## config.mk

```make
export PLATFORM = sky130hd
export DESIGN_NAME = cv32e40s_wpt_tagged
export DESIGN_NICKNAME = d
export VERILOG_FILES = /design/src/rtl/cv32e40s_pkg.sv /design/src/rtl/cv32e40s_wpt_tag_fifo.sv /design/src/rtl/cv32e40s_wpt_tagged.sv
export SDC_FILE = /design/constraint.sdc
export NUM_CORES = 1
export LEC_CHECK = 0
export BUFFER_PORTS_ARGS = -buffer_cell sky130_fd_sc_hd__buf_4
export CELL_PAD_IN_SITES_DETAIL_PLACEMENT = 0
export CELL_PAD_IN_SITES_GLOBAL_PLACEMENT = 2
export CORE_MARGIN = 3
export CORE_UTILIZATION = 12
export DETAILED_ROUTE_END_ITERATION = 12
export GPL_TIMING_DRIVEN = 0
export PLACE_DENSITY_LB_ADDON = 0.25
export SYNTH_ARGS = -nofsm -noshare
export SYNTH_HDL_FRONTEND = slang
export SYNTH_SLANG_ARGS = --single-unit
export TNS_END_PERCENT = 30
```

## constraint.sdc

```tcl
create_clock -name clk -period 3 [get_ports clk]
set_input_delay 0.6 -clock clk [delete_from_list [all_inputs] [get_ports clk]]
set_output_delay 0.6 -clock clk [all_outputs]
set_load 0.02 [all_outputs]
```

## src/rtl/cv32e40s_pkg.sv

```systemverilog
// Shared types for the load/store path: watchpoint FSM states, OBI data request and core response.
package cv32e40s_pkg;

  typedef enum logic [1:0] {
    WPT_IDLE,
    WPT_WAIT,
    WPT_RESP
  } wpt_state_e;

  typedef enum logic [1:0] {
    MPU_OK,
    MPU_RE_FAULT,
    MPU_WR_FAULT
  } mpu_status_e;

  typedef struct packed {
    logic [31:0] addr;
    logic        we;
    logic [3:0]  be;
    logic [31:0] wdata;
    logic [5:0]  atop;
    logic [2:0]  prot;
    logic [1:0]  memtype;
    logic        dbg;
  } obi_data_req_t;

  typedef struct packed {
    logic [31:0] rdata;
    logic        err;
    logic        exokay;
  } obi_data_resp_t;

  typedef struct packed {
    obi_data_resp_t bus_resp;
    mpu_status_e    mpu_status;
    logic [31:0]    wpt_match;
  } data_resp_t;

  localparam int WPT_MATCH_W = 32;

endpackage

```

## src/rtl/cv32e40s_wpt_tag_fifo.sv

```systemverilog
// Small register FIFO holding the after-trigger match bits of each in-flight bus transfer.
module cv32e40s_wpt_tag_fifo #(
  parameter int DEPTH = 2,
  parameter int WIDTH = 32
) (
  input  logic             clk,
  input  logic             rst_n,
  input  logic             push,
  input  logic             pop,
  input  logic [WIDTH-1:0] wdata,
  output logic [WIDTH-1:0] rdata,
  output logic             full,
  output logic             empty
);

  localparam int PW = (DEPTH > 1) ? $clog2(DEPTH) : 1;
  localparam int CW = $clog2(DEPTH + 1);

  logic [WIDTH-1:0] mem [DEPTH];
  logic [PW-1:0]    wr_ptr_q, rd_ptr_q;
  logic [CW-1:0]    cnt_q;
  logic             push_en, pop_en;

  function automatic logic [PW-1:0] ptr_inc(input logic [PW-1:0] p);
    return (p == PW'(DEPTH - 1)) ? '0 : p + PW'(1);
  endfunction

  assign full    = (cnt_q == CW'(DEPTH));
  assign empty   = (cnt_q == '0);
  assign pop_en  = pop && !empty;
  // A pop in the same cycle frees the slot the push writes into.
  assign push_en = push && (!full || pop_en);
  assign rdata   = mem[rd_ptr_q];

  for (genvar gi = 0; gi < DEPTH; gi++) begin : g_entry
    always_ff @(posedge clk or negedge rst_n) begin
      if (!rst_n) begin
        mem[gi] <= '0;
      end else if (push_en && (wr_ptr_q == PW'(gi))) begin
        mem[gi] <= wdata;
      end
    end
  end

  always_ff @(posedge clk or negedge rst_n) begin
    if (!rst_n) begin
      wr_ptr_q <= '0;
      rd_ptr_q <= '0;
      cnt_q    <= '0;
    end else begin
      if (push_en) wr_ptr_q <= ptr_inc(wr_ptr_q);
      if (pop_en)  rd_ptr_q <= ptr_inc(rd_ptr_q);
      if (push_en && !pop_en)      cnt_q <= cnt_q + CW'(1);
      else if (!push_en && pop_en) cnt_q <= cnt_q - CW'(1);
    end
  end

endmodule

```

## src/rtl/cv32e40s_wpt_tagged.sv

```systemverilog
// Watchpoint stage between LSU and MPU: "before" hits are consumed and answered synthetically,
// "after" hits travel with the transfer and are returned as a tag on its bus response.
module cv32e40s_wpt_tagged
  import cv32e40s_pkg::*;
#(
  parameter int DBG_NUM_TRIGGERS = 1,
  parameter int MAX_OUTSTANDING  = 2
) (
  input  logic                                   clk,
  input  logic                                   rst_n,
  input  logic [DBG_NUM_TRIGGERS-1:0]            trigger_match_i,
  input  logic [DBG_NUM_TRIGGERS-1:0]            trigger_after_i,
  input  logic                                   core_trans_valid_i,
  output logic                                   core_trans_ready_o,
  input  obi_data_req_t                          core_trans_i,
  input  logic                                   core_trans_pushpop_i,
  output logic                                   core_resp_valid_o,
  output data_resp_t                             core_resp_o,
  output logic                                   mpu_trans_valid_o,
  input  logic                                   mpu_trans_ready_i,
  output obi_data_req_t                          mpu_trans_o,
  output logic                                   mpu_trans_pushpop_o,
  input  logic                                   mpu_resp_valid_i,
  input  data_resp_t                             mpu_resp_i,
  input  logic                                   core_wpt_wait_i,
  output logic [31:0]                            core_wpt_match_o,
  output logic [$clog2(MAX_OUTSTANDING+1)-1:0]   outstanding_cnt_o
);

  localparam int CNT_W = $clog2(MAX_OUTSTANDING + 1);

  wpt_state_e       state_q, state_next;
  logic [31:0]      before_hit, after_hit, match_q;
  logic [CNT_W-1:0] cnt_q, cnt_next;
  logic             consume, full, bus_fire, resp_pop;
  logic             fifo_full, fifo_empty;
  logic [31:0]      fifo_rdata;

  assign before_hit = WPT_MATCH_W'(trigger_match_i & ~trigger_after_i);
  assign after_hit  = WPT_MATCH_W'(trigger_match_i & trigger_after_i);

  assign core_wpt_match_o    = WPT_MATCH_W'(trigger_match_i);
  assign mpu_trans_o         = core_trans_i;
  assign mpu_trans_pushpop_o = core_trans_pushpop_i;
  assign outstanding_cnt_o   = cnt_q;

  assign consume  = (state_q == WPT_IDLE) && core_trans_valid_i && (|before_hit);
  assign full     = (cnt_q == CNT_W'(MAX_OUTSTANDING)) || fifo_full;
  assign bus_fire = mpu_trans_valid_o && mpu_trans_ready_i;
  // A response with nothing in flight is ignored so the counter and FIFO cannot underflow.
  assign resp_pop = mpu_resp_valid_i && (cnt_q != '0);

  always_comb begin
    cnt_next = cnt_q;
    if (bus_fire && !resp_pop)      cnt_next = cnt_q + CNT_W'(1);
    else if (!bus_fire && resp_pop) cnt_next = cnt_q - CNT_W'(1);
  end

  cv32e40s_wpt_tag_fifo #(
    .DEPTH (MAX_OUTSTANDING),
    .WIDTH (WPT_MATCH_W)
  ) u_tag_fifo (
    .clk   (clk),
    .rst_n (rst_n),
    .push  (bus_fire),
    .pop   (resp_pop),
    .wdata (after_hit),
    .rdata (fifo_rdata),
    .full  (fifo_full),
    .empty (fifo_empty)
  );

  always_ff @(posedge clk or negedge rst_n) begin
    if (!rst_n) begin
      state_q <= WPT_IDLE;
      cnt_q   <= '0;
      match_q <= '0;
    end else begin
      state_q <= state_next;
      cnt_q   <= cnt_next;
      if (consume)                    match_q <= before_hit;
      else if (state_q == WPT_RESP)   match_q <= '0;
    end
  end

  always_comb begin
    state_next = state_q;
    case (state_q)
      WPT_IDLE: begin
        if (consume && core_wpt_wait_i) begin
          state_next = (cnt_next == '0) ? WPT_RESP : WPT_WAIT;
        end
      end
      WPT_WAIT: begin
        if (cnt_next == '0) state_next = WPT_RESP;
      end
      WPT_RESP: state_next = WPT_IDLE;
      default:  state_next = WPT_IDLE;
    endcase
  end

  always_comb begin
    core_trans_ready_o           = 1'b0;
    mpu_trans_valid_o            = 1'b0;
    core_resp_valid_o            = mpu_resp_valid_i;
    core_resp_o.bus_resp         = mpu_resp_i.bus_resp;
    core_resp_o.mpu_status       = mpu_resp_i.mpu_status;
    core_resp_o.wpt_match        = fifo_empty ? '0 : fifo_rdata;
    case (state_q)
      WPT_IDLE: begin
        if (consume) begin
          core_trans_ready_o = 1'b1;
        end else begin
          mpu_trans_valid_o  = core_trans_valid_i && !full;
          core_trans_ready_o = mpu_trans_ready_i && !full;
        end
      end
      WPT_RESP: begin
        // Nothing is in flight here, so the synthetic response owns the response port.
        core_resp_valid_o      = 1'b1;
        core_resp_o.bus_resp   = '0;
        core_resp_o.mpu_status = MPU_OK;
        core_resp_o.wpt_match  = match_q;
      end
      default: ;
    endcase
  end

  assert property (@(posedge clk) disable iff (!rst_n) !(mpu_resp_valid_i && (cnt_q == '0)));

endmodule

```

# Word-level counts from Yosys, hierarchy flattened
# Cells that the tools add are included.
# word_totals
elab_cells	80
n_memories	0
ram_bits	0
inputBits	158
rom_bits	0
out_inout_bits	187
latch_bits	0
register_bits	104
# classes
eq_ne	6
mul	0
shift	0
order_cmp	1
bitwise	5
addsub	6
n_div	0
muxes	22
n_reduce_logical	32
# op_table
cell	count
$mux W32	6
$mux W68	1
$and A1 B32 Y32	1
$not A1 Y32	1
$reduce_or A32 Y1	1
$logic_and A1 B1 Y1	15
$mux W2	7
$logic_not A1 Y1	7
$mux W1	7
$eq A2 B2 Y1 const B	3
$logic_not A2 Y1	3
$reduce_bool A2 Y1	3
$add A2 B1 Y2 const B	2
$pmux W2 S2	1
$sub A2 B1 Y2 const B	2
$add A1 B1 Y1 const B	2
$eq A2 B1 Y1 const B	1
$ge A2 B2 Y1 const B	1
$logic_or A1 B1 Y1	2
$ne A2 B1 Y1 const B	1
$ne A2 B2 Y1 const B	1
$not A1 Y2	1
$reduce_and A2 Y1	1
$and A1 B1 Y1	1
$not A1 Y1	1

# Logic depth before layout (Yosys ltp)
# Gate-level depths: netlist of run 1.
# logic_depth
depth_word	15
depth_mapped	9
ltp_nobuf	9

# Cells and area by module
# Synthesis of run 1 repeated with hierarchy kept, for this count alone.
# unflattened
cells_unflattened	420
hier_area_um2	4795.8
# by_module_without_submodules
mod	cells_each	seq_area_each_um2	n_inst	area_each_um2
cv32e40s_wpt_tag_fifo	189	1701.6	1	3111.7
cv32e40s_wpt_tagged	231	125.1	1	1684.1

# Worst setup path before layout of run 1
# No wires, ideal clock.
# synth_timing
kind	reg2out
start	register cnt_q[0], in the netlist outstanding_cnt_o[0]
end	output port core_trans_ready_o
path_stages_with_launch	6
slack_ns	0.743
arrival_time_ns	1.657
n_path_buf	0
t_required_ns	2.400
path_cell_list	dfrtp_1 > inv_1 > ha_1 > and2b_4 > nand2_1 > a21boi_0
# synth_via
elab_chain_cells	6
# synth_lines
element	line_no	source
start: declaration	cv32e40s_wpt_tagged.sv:34	logic [CNT_W-1:0] cnt_q, cnt_next;
start signal: assignment	cv32e40s_wpt_tagged.sv:80	cnt_q <= cnt_next;
$eq A2 B2 Y1	cv32e40s_wpt_tagged.sv:48	assign full = (cnt_q == CNT_W'(MAX_OUTSTANDING)) || fifo_full;
$logic_or A1 B1 Y1	cv32e40s_wpt_tagged.sv:48	
$logic_not A1 Y1	cv32e40s_wpt_tagged.sv:115	core_trans_ready_o = mpu_trans_ready_i && !full;
$logic_and A1 B1 Y1	cv32e40s_wpt_tagged.sv:115	
$mux W1	cv32e40s_wpt_tagged.sv:111	if (consume) begin
$mux W1	cv32e40s_wpt_tagged.sv:109	case (state_q)
end: declaration	cv32e40s_wpt_tagged.sv:14	output logic core_trans_ready_o,
# No other way between the ends.

# Final worst setup path of run 1
# Same ends and word-level chain as after synthesis.

==> results of run 1 <==
==> how the worst max path moves through the flow <==
stage	depth (start not counted)	to	start	slack, ns
floorplan	5	core_trans_ready_o	outstanding_cnt_o[0]$_DFF_PN0_	0.74
global placement	5	core_resp_o[0]	state_q[0]$_DFFE_PN0P_	0.82
detailed placement	6	core_trans_ready_o	outstanding_cnt_o[0]$_DFF_PN0_	0.80
CTS	6	core_trans_ready_o	outstanding_cnt_o[0]$_DFF_PN0_	0.52
global route	6	core_trans_ready_o	outstanding_cnt_o[0]$_DFF_PN0_	0.40
finish	6	core_trans_ready_o	outstanding_cnt_o[0]$_DFF_PN0_	0.57
==> worst max-delay path, delay by kind of cell, from the launching register on <==
| family | cells | cell delay, ns |
|---|---|---|
| AO/OA/AOI/OAI | 1 | 0.26 |
| buffers and inverters | 2 | 0.30 |
| flip-flops | 1 | 0.42 |
| AND/OR/NAND/NOR | 2 | 0.40 |
| adder cells (fa/ha/maj) | 1 | 0.22 |
==> Yosys cell counts, types with 2 or more instances <==
master | count | area (µm²)
sky130_fd_sc_hd__nor2_1 | 6 | 22.5
sky130_fd_sc_hd__and2_1 | 37 | 231
sky130_fd_sc_hd__o21ai_0 | 3 | 15.0
sky130_fd_sc_hd__xor2_1 | 3 | 26.3
sky130_fd_sc_hd__inv_1 | 3 | 11.3
sky130_fd_sc_hd__dfrtp_1 | 11 | 275
sky130_fd_sc_hd__xnor2_1 | 3 | 26.3
sky130_fd_sc_hd__a31oi_1 | 2 | 12.5
sky130_fd_sc_hd__buf_4 | 145 | 1090
sky130_fd_sc_hd__ha_1 | 3 | 37.5
sky130_fd_sc_hd__nand2_1 | 3 | 11.3
sky130_fd_sc_hd__nand2b_1 | 4 | 25.0
sky130_fd_sc_hd__clkbuf_1 | 4 | 15.0
==> routing by layer <==
metal,vias to the layer above,global-route usage,part of all wire
li1,1049,-,-
met1,888,0.0617,0.28
met2,157,0.146,0.58
met3,2,0.0227,0.14
met4,0,0.00336,0.0011
met5,-,0,0
==> cell families after synthesis <==
logic type / count (synthesis) / synth area share
and+or+nand+nor: 65 / 0.204
muxes: 3 / 0.0162
buffers and inverters: 152 / 0.555
other: 1 / 0.00187
adders and majority gates: 3 / 0.0187
xor gates and xnor gates: 6 / 0.0262
AOI/OAI and AO/OA: 12 / 0.0399
DFF: 11 / 0.137
==> per-stage QoR <==
| step | utilization | area [µm²] |
|---|---|---|
| 2_1_floorplan | - | 2240 |
| 3_3_place_gp | 0.234 | 3770 |
| 3_5_place_dp | 0.234 | 3770 |
| 4_1_cts | 0.239 | 3850 |
| 5_1_grt | 0.239 | 3850 |
| 6_report | 0.239 | 3850 |
==> state kept, by name, indices dropped and copies added, names as in the netlist <==
name                 flops
u_tag_fifo.cnt_q         2
u_tag_fifo.rd_ptr_q      1
state_q                  2
outstanding_cnt_o        2
u_tag_fifo.wr_ptr_q      1
u_tag_fifo.mem           2
match_q                  1
==> power groups by stage <==
stage / logic [mW] / registers [mW] / clock network [mW]
2_1_floorplan: 0.828 / 0.297 / 0
3_3_place_gp: 1.29 / 0.294 / 0
3_5_place_dp: 1.29 / 0.297 / 0
4_1_cts: 1.29 / 0.296 / 0.250
5_1_grt: 1.37 / 0.309 / 0.257
6_report: 1.27 / 0.294 / 0.248
==> area by class of cell <==
cell class                 instances  area [µm²]
sequential                        11         275
multi-input combinational        151         846
inverter                           3        11.3
clock buffer                       4        78.8
buffer                           149        1100
fill                            1835       12300
timing repair buffer             168        1260
tap                              216         270
==> flow_metrics.env, run 1 <==
export IMPL_finalPower_mw=1.81
export IMPL_grt_antenna_before_repair=0
export IMPL_ioPinCount=345
export IMPL_run_status="complete, no violations"
export IMPL_synthesized_flop_and_latch_total=11
export IMPL_wirelength_mm=7.37
export IMPL_setup_ws_ns=0.565
export IMPL_crit_required_ns=2.40
export IMPL_nets=648
export IMPL_r2r_slack_ns=0.87
export IMPL_clock_tree_root_cell="sky130_fd_sc_hd__clkbuf_16"
export IMPL_detailedPlace_worstSlack_ns=0.795
export IMPL_syn_inst=253
export IMPL_clk_pin_slew_ns=0.05
export IMPL_floorplan_die_area_um2=18300
export IMPL_clock_tree_from_tritoncts="yes"
export IMPL_slew_limit_fails=0
export IMPL_cp_cell_sequence="inv_1 > ha_1 > and2b_4 > nand2_1 > a21boi_0 > buf_4"
export IMPL_share_of_total_power_in_sequential_cells=0.162
export IMPL_reg2reg_to="u_tag_fifo.cnt_q[1]$_DFFE_PN0P_"
export IMPL_grt_start_max_net_pins=12
export IMPL_drc_errors=0
export IMPL_numClockSinks=11
export IMPL_final_setup_skew_ns=0.00522
export IMPL_power_share_of_the_combinational_group=0.701
export IMPL_synth_edff_count=0
export IMPL_critical_register_to_register_path_startpoint="outstanding_cnt_o[0]$_DFF_PN0_"
export IMPL_ys_dominant_reg_cell="sky130_fd_sc_hd__dfrtp_1"
export IMPL_synthesis_area_um2=2010
export IMPL_gr_total_overflow=0
export IMPL_clkLatencyLatePin_ns=0.24
export IMPL_start_util=0.125
export IMPL_p_sw_frac=0.443
export IMPL_finalHoldWorstSlack_ns=0.191
export IMPL_chipHeight_um=135
export IMPL_globalRouteTotalUtil=0.0673
export IMPL_finalHoldViolations=0
export IMPL_first_global_vias=1958
export IMPL_detail_route_iter0_violations=60
export IMPL_fmax_mhz=411
export IMPL_detailed_place_hpwl_mm=6.84
export IMPL_mostFrequentLayoutCell="sky130_fd_sc_hd__buf_4"
export IMPL_cp_start_kind="flop"
export IMPL_route_vias_total=2096
export IMPL_diodes=0
export IMPL_finalWorstPathRequiredPeriod_ns=2.43
export IMPL_tritoncts_num_buffers=3
export IMPL_power_switching_uw=803
export IMPL_floorplan_rows=46
export IMPL_post_layout_nonfiller_instances=702
export IMPL_yosysUniqueCellTypes=39
export IMPL_postCtsResizedCells=0
export IMPL_asyncSetResetFlopFracSynth=1.00
export IMPL_htree_levels=1
export IMPL_layout_worst_path_cycle_share=0.812
export IMPL_timing_critical_path_slowest_stage_cell="sky130_fd_sc_hd__dfrtp_1"
export IMPL_synth_seq_area_share=0.137
export IMPL_postCtsHoldBufs=0
export IMPL_layout_common_cells="sky130_fd_sc_hd__buf_4 (313), sky130_fd_sc_hd__conb_1 (62), sky130_fd_sc_hd__and2_1 (37), sky130_fd_sc_hd__dfrtp_1 (11), sky130_fd_sc_hd__nor2_1 (6)"
export IMPL_timing_setup_tns_ns=0
export IMPL_ant_nets=0
export IMPL_setup_repair_after_global_routing_missed_its_margin="false"
export IMPL_gp_routability_congestion=0.689
export IMPL_path_class="flop to output pin"
export IMPL_min_delay_path_class="input pin to asynchronous set/reset pin"
export IMPL_yosysWarningCount=0
export IMPL_numPlacedInstances=698
export IMPL_placement_io_buffers=168
export IMPL_cts_root_to_sink_buffers=2
export IMPL_finalSetupViolations=0
export IMPL_crit_fanout=5
export IMPL_wl_per_cell_um=10.5
export IMPL_cellInternalPower_mw=1.01
export IMPL_crit_path_end_kind="output pin"
export IMPL_routed_via_density=2.99
export IMPL_clock_power_share=0.137
export IMPL_drive_above_1_share=0.667
export IMPL_vdd_drop_max_uv=173
export IMPL_worst_ep_arrival_time_ns=1.83
export IMPL_die_x_extent_um=135
export IMPL_power_density_nw_per_um2=471
export IMPL_detailedRoute_firstPassIterationCount=4
export IMPL_syn_to_final_growth_pct=91.6
export IMPL_r2r_cells=9
export IMPL_synthesis_area_per_instance_um2=7.93
export IMPL_design_core_area_um2=16100
export IMPL_cap_viol_max_count=0
export IMPL_critical_path_max_stage_delay_ns=0.42
export IMPL_cellLeakagePower_nw=2.19
export IMPL_postCtsSetupRepairBufs=0
export IMPL_grt_first_pass_wirelength_mm=9.98
No activity file was read; power rests on OpenSTA's default activity.
==> run 2: changes to the inputs <==
- ABC_AREA: not set -> 1
- CORE_UTILIZATION: 12 -> 11
- clock period: 3 -> 2.25 ns (I/O delays scaled with it)
==> run 2 against run 1 <==
Combinational power grew 42%. Hold slack worse by 0.15 ns. Via count rose by 8.8%. Sequential share of layout area shrank 0.31 points. Global-route usage down 0.52 points. Final area grew 4.6%. Cell count rose by 15%. Register-to-register slack lost 0.56 ns. Clock-buffer cell count down 1. Total power grew 37%. Synthesized area up 5.7%. Critical path type unchanged.
==> flow_metrics.env, run 2 <==
export IMPL_detailedRoute_firstPassIterationCount=4
export IMPL_crit_fanout=10
export IMPL_cap_viol_max_count=0
export IMPL_gp_routability_congestion=0.700
export IMPL_share_of_total_power_in_sequential_cells=0.144
export IMPL_clk_pin_slew_ns=0.05
export IMPL_power_density_nw_per_um2=618
export IMPL_grt_antenna_before_repair=0
export IMPL_setup_repair_after_global_routing_missed_its_margin="false"
export IMPL_fmax_mhz=489
export IMPL_synth_top_area_share=0.513
export IMPL_critical_register_to_register_path_startpoint="outstanding_cnt_o[0]$_DFF_PN0_"
export IMPL_synthesis_area_per_instance_um2=6.78
export IMPL_htree_levels=1
export IMPL_floorplan_die_area_um2=21000
export IMPL_p_sw_frac=0.479
export IMPL_start_util=0.113
export IMPL_min_delay_path_class="input pin to asynchronous set/reset pin"
export IMPL_timing_setup_tns_ns=0
export IMPL_gr_total_overflow=0
export IMPL_placement_io_buffers=168
export IMPL_ioPinCount=345
export IMPL_finalHoldViolations=0
export IMPL_syn_to_final_growth_pct=89.5
export IMPL_route_vias_total=2280
export IMPL_floorplan_rows=50
export IMPL_finalSetupViolations=0
export IMPL_wl_per_cell_um=10.6
export IMPL_nets=708
export IMPL_grt_start_max_net_pins=12
export IMPL_detail_route_iter0_violations=24
export IMPL_chipHeight_um=145
export IMPL_reg2reg_to="u_tag_fifo.cnt_q[1]$_DFFE_PN0P_"
export IMPL_critPathLaunch="state_q[0]$_DFFE_PN0P_"
export IMPL_synthesis_area_um2=2120
export IMPL_r2r_cells=9
export IMPL_synthTopCellsByCount="sky130_fd_sc_hd__buf_4 (145), sky130_fd_sc_hd__inv_1 (48), sky130_fd_sc_hd__nor2_1 (46)"
export IMPL_power_switching_mw=1.19
export IMPL_first_global_vias=1867
export IMPL_grt_first_pass_wirelength_mm=10.1
export IMPL_die_x_extent_um=145
export IMPL_crit_required_ns=1.80
export IMPL_detailed_place_hpwl_mm=7.87
export IMPL_crit_path_end_kind="output pin"
export IMPL_routed_via_density=2.83
export IMPL_synth_edff_count=0
export IMPL_clock_power_share=0.134
export IMPL_cts_root_to_sink_buffers=2
export IMPL_synth_seq_area_share=0.130
export IMPL_drc_errors=0
export IMPL_synthesized_flop_and_latch_total=11
export IMPL_wirelength_mm=8.51
export IMPL_yosysWarningCount=0
export IMPL_yosysMostFrequentCell="sky130_fd_sc_hd__buf_4"
export IMPL_cellInternalPower_mw=1.30
export IMPL_fill_cells=2148
export IMPL_postCtsSetupRepairBufs=0
export IMPL_power_share_of_the_combinational_group=0.722
export IMPL_slew_limit_fails=0
export IMPL_worst_ep_arrival_time_ns=1.59
export IMPL_drive_above_1_share=0.625
export IMPL_layout_worst_path_cycle_share=0.908
export IMPL_clkLatencyLatePin_ns=0.24
export IMPL_vdd_drop_max_uv=318
export IMPL_asyncSetResetFlopFracSynth=1.00
export IMPL_mostFrequentLayoutCell="sky130_fd_sc_hd__buf_4"
export IMPL_cp_start_kind="flop"
export IMPL_design_core_area_um2=18800
export IMPL_layout_common_cells="sky130_fd_sc_hd__buf_4 (313), sky130_fd_sc_hd__conb_1 (62), sky130_fd_sc_hd__inv_1 (48), sky130_fd_sc_hd__nor2_1 (46), sky130_fd_sc_hd__nand2_1 (14)"
export IMPL_ant_nets=0
export IMPL_clock_tree_from_tritoncts="yes"
export IMPL_synth_top_cell_by_area="sky130_fd_sc_hd__buf_4"
export IMPL_cellLeakagePower_nw=2.47
export IMPL_yosysUniqueCellTypes=28
export IMPL_numClockSinks=11
export IMPL_clock_tree_root_cell="sky130_fd_sc_hd__clkbuf_16"
export IMPL_syn_inst=313
export IMPL_finalPower_mw=2.49
export IMPL_synth_area_top_cells="sky130_fd_sc_hd__buf_4 (51%), sky130_fd_sc_hd__dfrtp_1 (13%), sky130_fd_sc_hd__inv_1 (8.5%)"
export IMPL_finalWorstPathRequiredPeriod_ns=2.04
export IMPL_r2r_slack_ns=0.31
export IMPL_final_setup_skew_ns=0.00320
export IMPL_globalRouteTotalUtil=0.0622
export IMPL_ys_dominant_reg_cell="sky130_fd_sc_hd__dfrtp_1"
export IMPL_run_status="complete, no violations"
export IMPL_diodes=0
export IMPL_path_class="flop to output pin"
export IMPL_tritoncts_num_buffers=3
==> run 2: changes by cell type after synthesis, moves of 4 or more <==
cell	delta
sky130_fd_sc_hd__and2_1	-37
sky130_fd_sc_hd__clkbuf_1	-4
sky130_fd_sc_hd__inv_1	+45
sky130_fd_sc_hd__inv_2	+6
sky130_fd_sc_hd__nand2_1	+11
sky130_fd_sc_hd__nand2_2	+4
sky130_fd_sc_hd__nand2b_1	-4
sky130_fd_sc_hd__nand3_1	+5
sky130_fd_sc_hd__nor2_1	+40
sky130_fd_sc_hd__o21ai_1	+4
==> run 2: kinds of logic after synthesis <==
kind of cell	share of synthesized area
DFF	0.130
other	0.00177
buffers and inverters	0.623
and+or+nand+nor	0.183
AOI/OAI and AO/OA	0.0277
xor gates and xnor gates	0.0165
adders and majority gates	0.0177
==> run 2: power groups by stage <==
stage / clock [mW] / combinational (mW) / sequential (mW)
floorplan: 0 / 1.20 / 0.372
global placement: 0 / 1.82 / 0.360
detailed placement: 0 / 1.82 / 0.361
CTS: 0.342 / 1.83 / 0.359
global route: 0.348 / 1.97 / 0.371
finish: 0.333 / 1.80 / 0.357
==> run 2: worst max-delay path: stages (launching register included) <==
cell	delay, ns
sky130_fd_sc_hd__dfrtp_1	0.38
sky130_fd_sc_hd__nor2_1	0.14
sky130_fd_sc_hd__buf_2	0.30
sky130_fd_sc_hd__buf_2	0.29
sky130_fd_sc_hd__nor2_1	0.07
sky130_fd_sc_hd__buf_4	0.16
==> run 2: per-stage QoR <==
| step | utilization | setup slack [ns] | instances | area [µm²] | hold slack (ns) |
|---|---|---|---|---|---|
| finish | 0.214 | 0.206 | 806 | 4020 | 0.0427 |
| global route | 0.214 | 0.0825 | 806 | 4020 | 0.0519 |
| CTS | 0.213 | 0.0155 | 806 | 4020 | 0.0491 |
| detailed placement | 0.209 | 0.212 | 802 | 3940 | 0.306 |
| global placement | 0.209 | 0.214 | 802 | 3940 | 0.304 |
| floorplan | - | 0.285 | 374 | 2350 | 0.154 |
==> run 2: cell type report <==
cell class,count,area [µm²],area share
clock buffer,3,75.1,0.0187
sequential,11,275,0.0685
tap,260,325,0.0809
inverter,56,218,0.0541
multi-input combinational,158,753,0.187
clock inverter,1,5.00,0.00124
buffer,149,1110,0.276
timing repair buffer,168,1260,0.314
==> run 2: worst max path at each step <==
| stage | end | slack, ns | cells past startpoint |
|---|---|---|---|
| final | core_resp_o[60] | 0.21 | 5 |
| after global routing | core_trans_ready_o | 0.08 | 6 |
| after CTS | core_resp_o[43] | 0.02 | 5 |
| after detailed placement | core_resp_o[39] | 0.21 | 5 |
| after global placement | core_resp_o[33] | 0.21 | 5 |
| after floorplan | u_tag_fifo.cnt_q[1]$_DFFE_PN0P_ | 0.28 | 9 |
==> run 2: repair_timing <==
item / 4_1_cts / 5_1_grt
resized for setup: 2 / 1
hold buffers: 0 / 0
gates cloned: 0 / 0
endpoints found under the setup margin: 20 / 10
==> run 2: layer usage <==
metal  GRT usage  vias up  wire length (µm)
met3      0.0141        4              1020
met4      0.0118        0                49
met1      0.0582      965              2460
met2       0.134      142              4980
li1            -     1169                 -
met5           0        -                 0
==> run 3: changes to the inputs <==
- BUFFER_PORTS_ARGS: -buffer_cell sky130_fd_sc_hd__buf_4 -> -buffer_cell sky130_fd_sc_hd__buf_2
- CORE_UTILIZATION: 11 -> 21
- CTS_CLUSTER_DIAMETER: not set -> 80
- SYNTH_HIERARCHICAL: not set -> 1
==> run 3 against run 2 <==
Total power rose to 3.5 times the previous value. Sequential share of layout area rose by 18 points. Utilization rose by 9.2 points. Clock power rose to 4.6 times the previous value. Largest power group unchanged. Highest routed layer is now met5.
==> flow_metrics.env, run 3 <==
export IMPL_finalHoldViolations=0
export IMPL_first_global_vias=4812
export IMPL_detailedRoute_firstPassIterationCount=4
export IMPL_design_core_area_um2=23800
export IMPL_route_vias_total=5097
export IMPL_yosysMostFrequentCell="sky130_fd_sc_hd__nand2_1"
export IMPL_clock_tree_root_cell="sky130_fd_sc_hd__clkbuf_16"
export IMPL_power_density_nw_per_um2=1180
export IMPL_fmax_mhz=460
export IMPL_synthTopCellsByCount="sky130_fd_sc_hd__nand2_1 (279), sky130_fd_sc_hd__buf_4 (114), sky130_fd_sc_hd__nor2_1 (76)"
export IMPL_timing_setup_tns_ns=0
export IMPL_htree_levels=3
export IMPL_tightestPinTransition_ns=0.640
export IMPL_drive_above_1_share=0.371
export IMPL_worst_ep_arrival_time_ns=1.73
export IMPL_cp_cell_sequence="inv_1 > nor2_1 > buf_2 > buf_2 > nor2_1 > buf_2"
export IMPL_detailed_place_hpwl_mm=14.0
export IMPL_muxShareOfSynthArea=0
export IMPL_post_dp_cell_area_um2=6930
export IMPL_start_util=0.216
export IMPL_crit_path_end_kind="output pin"
export IMPL_clkLatencyLatePin_ns=0.33
export IMPL_clock_tree_from_tritoncts="yes"
export IMPL_synth_compound_area_share=0.00291
export IMPL_floorplan_die_area_um2=26500
export IMPL_drc_errors=0
export IMPL_ioPinCount=345
export IMPL_register_area_um2=1830
export IMPL_globalRouteTotalUtil=0.130
export IMPL_finalPower_mw=8.58
export IMPL_syn_inst=744
export IMPL_main_combinational_cell_family_by_area_after_synthesis="simple AND/OR/NAND/NOR gates"
export IMPL_slew_limit_fails=0
export IMPL_finalHoldWorstSlack_ns=0.0320
export IMPL_numClockSinks=73
export IMPL_timing_critical_path_slowest_stage_cell="sky130_fd_sc_hd__dfrtp_1"
export IMPL_tritoncts_num_buffers=9
export IMPL_vdd_drop_max_uv=643
export IMPL_register_ranked_first_by_flip_flop_count="u_tag_fifo/mem"
export IMPL_path_common_cell="sky130_fd_sc_hd__buf_2"
export IMPL_synthesis_area_per_instance_um2=6.93
export IMPL_layout_common_cells="sky130_fd_sc_hd__nand2_1 (279), sky130_fd_sc_hd__buf_2 (217), sky130_fd_sc_hd__buf_4 (120), sky130_fd_sc_hd__conb_1 (93), sky130_fd_sc_hd__nor2_1 (75)"
export IMPL_finalSetupViolations=0
export IMPL_nets=1208
export IMPL_yosysUniqueCellTypes=24
export IMPL_total_non_filler_cell_area_in_the_finished_layout_um2=7290
export IMPL_synth_area_top_cells="sky130_fd_sc_hd__dfrtp_1 (35%), sky130_fd_sc_hd__nand2_1 (20%), sky130_fd_sc_hd__buf_4 (17%)"
export IMPL_crit_required_ns=1.80
export IMPL_yosys_area_share_simple=0.375
export IMPL_asyncSetResetFlopFracSynth=1.00
export IMPL_clk_pin_slew_ns=0.06
export IMPL_ant_nets=0
export IMPL_yosysWarningCount=6
export IMPL_setup_repair_after_global_routing_missed_its_margin="true"
export IMPL_path_class="flop to output pin"
export IMPL_critical_path_max_stage_delay_ns=0.35
export IMPL_cp_start_kind="flop"
export IMPL_r2r_cells=14
export IMPL_largest_register_ff_count=64
export IMPL_cap_viol_max_count=0
export IMPL_synth_xor_area_share=0.00340
export IMPL_wirelength_mm=18.0
export IMPL_placement_io_buffers=199
export IMPL_synthesized_area_fraction_occupied_by_adder_cells=0.00728
export IMPL_gr_total_overflow=0
export IMPL_routed_via_density=3.72
export IMPL_diodes=0
export IMPL_maxSlewHeadroom=0.573
export IMPL_synth_top_cell_by_area="sky130_fd_sc_hd__dfrtp_1"
export IMPL_crit_fanout=10
export IMPL_synthesized_flop_and_latch_total=73
export IMPL_grt_start_max_net_pins=50
export IMPL_gp_routability_congestion=0.739
export IMPL_final_setup_skew_ns=0.00728
export IMPL_cellLeakagePower_nw=4.44
export IMPL_run_status="complete, no violations"
export IMPL_die_x_extent_um=163
export IMPL_detail_route_iter0_violations=237
export IMPL_mostFrequentLayoutCell="sky130_fd_sc_hd__nand2_1"
export IMPL_ys_dominant_reg_cell="sky130_fd_sc_hd__dfrtp_1"
export IMPL_cts_root_to_sink_buffers=2
export IMPL_synth_top_area_share=0.354
export IMPL_grt_first_pass_wirelength_mm=26.9
export IMPL_floorplan_rows=56
export IMPL_layout_worst_path_cycle_share=0.967
export IMPL_synthesis_area_um2=5160
export IMPL_chipHeight_um=163
export IMPL_synth_seq_area_share=0.354
export IMPL_wl_per_cell_um=13.1
export IMPL_finalWorstPathRequiredPeriod_ns=2.18
export IMPL_synth_edff_count=0
export IMPL_multiInputGateArea_um2=2360
export IMPL_fill_cells=2695
export IMPL_grt_antenna_before_repair=1
export IMPL_min_delay_path_class="input pin to asynchronous set/reset pin"
export IMPL_syn_to_final_growth_pct=41.3
run 3: cell type report:
class / instances / share of cell area
Inverter: 59 / 0.0311
Multi-Input combinational cell: 546 / 0.323
Tap cell: 319 / 0.0548
Clock buffer: 9 / 0.0309
Clock inverter: 7 / 0.0130
Buffer: 157 / 0.154
Sequential cell: 73 / 0.251
Timing Repair Buffer: 201 / 0.142
run 3: logic make-up (layout without fill, tap and decap cells):
family,after synthesis,in the layout
AOI/OAI and AO/OA,3,3
adders and majority gates,3,3
other,1,93
and+or+nand+nor,445,445
buffers and inverters,217,433
xor gates and xnor gates,2,2
DFF,73,73
run 3: final timing paths:
kind | end | slack (ns) | startpoint
worst max-delay path | core_resp_o[41] | 0.07 | state_q[1]$_DFFE_PN0P_
worst min-delay path | u_tag_fifo/mem[10]$_DFFE_PN0P_ | 0.03 | rst_n
worst max register to register | u_tag_fifo/cnt_q[1]$_DFFE_PN0P_ | 0.18 | outstanding_cnt_o[0]$_DFF_PN0_
worst min register to register | u_tag_fifo/mem[61]$_DFFE_PN0P_ | 0.47 | u_tag_fifo/mem[61]$_DFFE_PN0P_
max in group asynchronous | u_tag_fifo/mem[27]$_DFFE_PN0P_ | 1.65 | rst_n
min in group clk | u_tag_fifo/mem[61]$_DFFE_PN0P_ | 0.47 | u_tag_fifo/mem[61]$_DFFE_PN0P_
run 3: critical path: cells and delay by family (launching register included):
kind | cells | cell delay [ns]
buffers and inverters | 4 | 0.75
and+or+nand+nor | 2 | 0.28
DFF | 1 | 0.35
run 3: power breakdown:
| part | leakage [nW] | internal, mW | switching, mW |
|---|---|---|---|
| Combinational | 3.37 | 1.59 | 3.23 |
| Sequential | 0.921 | 1.89 | 0.327 |
| Clock | 0.144 | 0.968 | 0.574 |
| Total | 4.44 | 4.45 | 4.13 |
run 3: layer usage:
layer | share of wire | vias to the layer above | GRT usage
met2 | 0.52 | 159 | 0.242
met5 | 0.00072 | - | 0
met4 | 0.0071 | 2 | 0.0292
li1 | - | 2701 | -
met3 | 0.064 | 11 | 0.0249
met1 | 0.41 | 2224 | 0.154
run 3: repair_timing:
action	in CTS	in global routing
gates resized for setup	12	14
pin swaps	0	1
setup buffers	0	1
endpoints found under the hold margin	0	0
hold buffers	0	0
endpoints found under the setup margin	34	43
run 3: stage by stage:
stage / std cells / setup slack, ns / util
2_1_floorplan: 836 / 0.0942 / -
6_report: 1371 / 0.0738 / 0.306
4_1_cts: 1371 / -0.0224 / 0.305
3_5_place_dp: 1355 / -0.155 / 0.291
3_3_place_gp: 1354 / -0.145 / 0.290
5_1_grt: 1371 / -0.0731 / 0.306
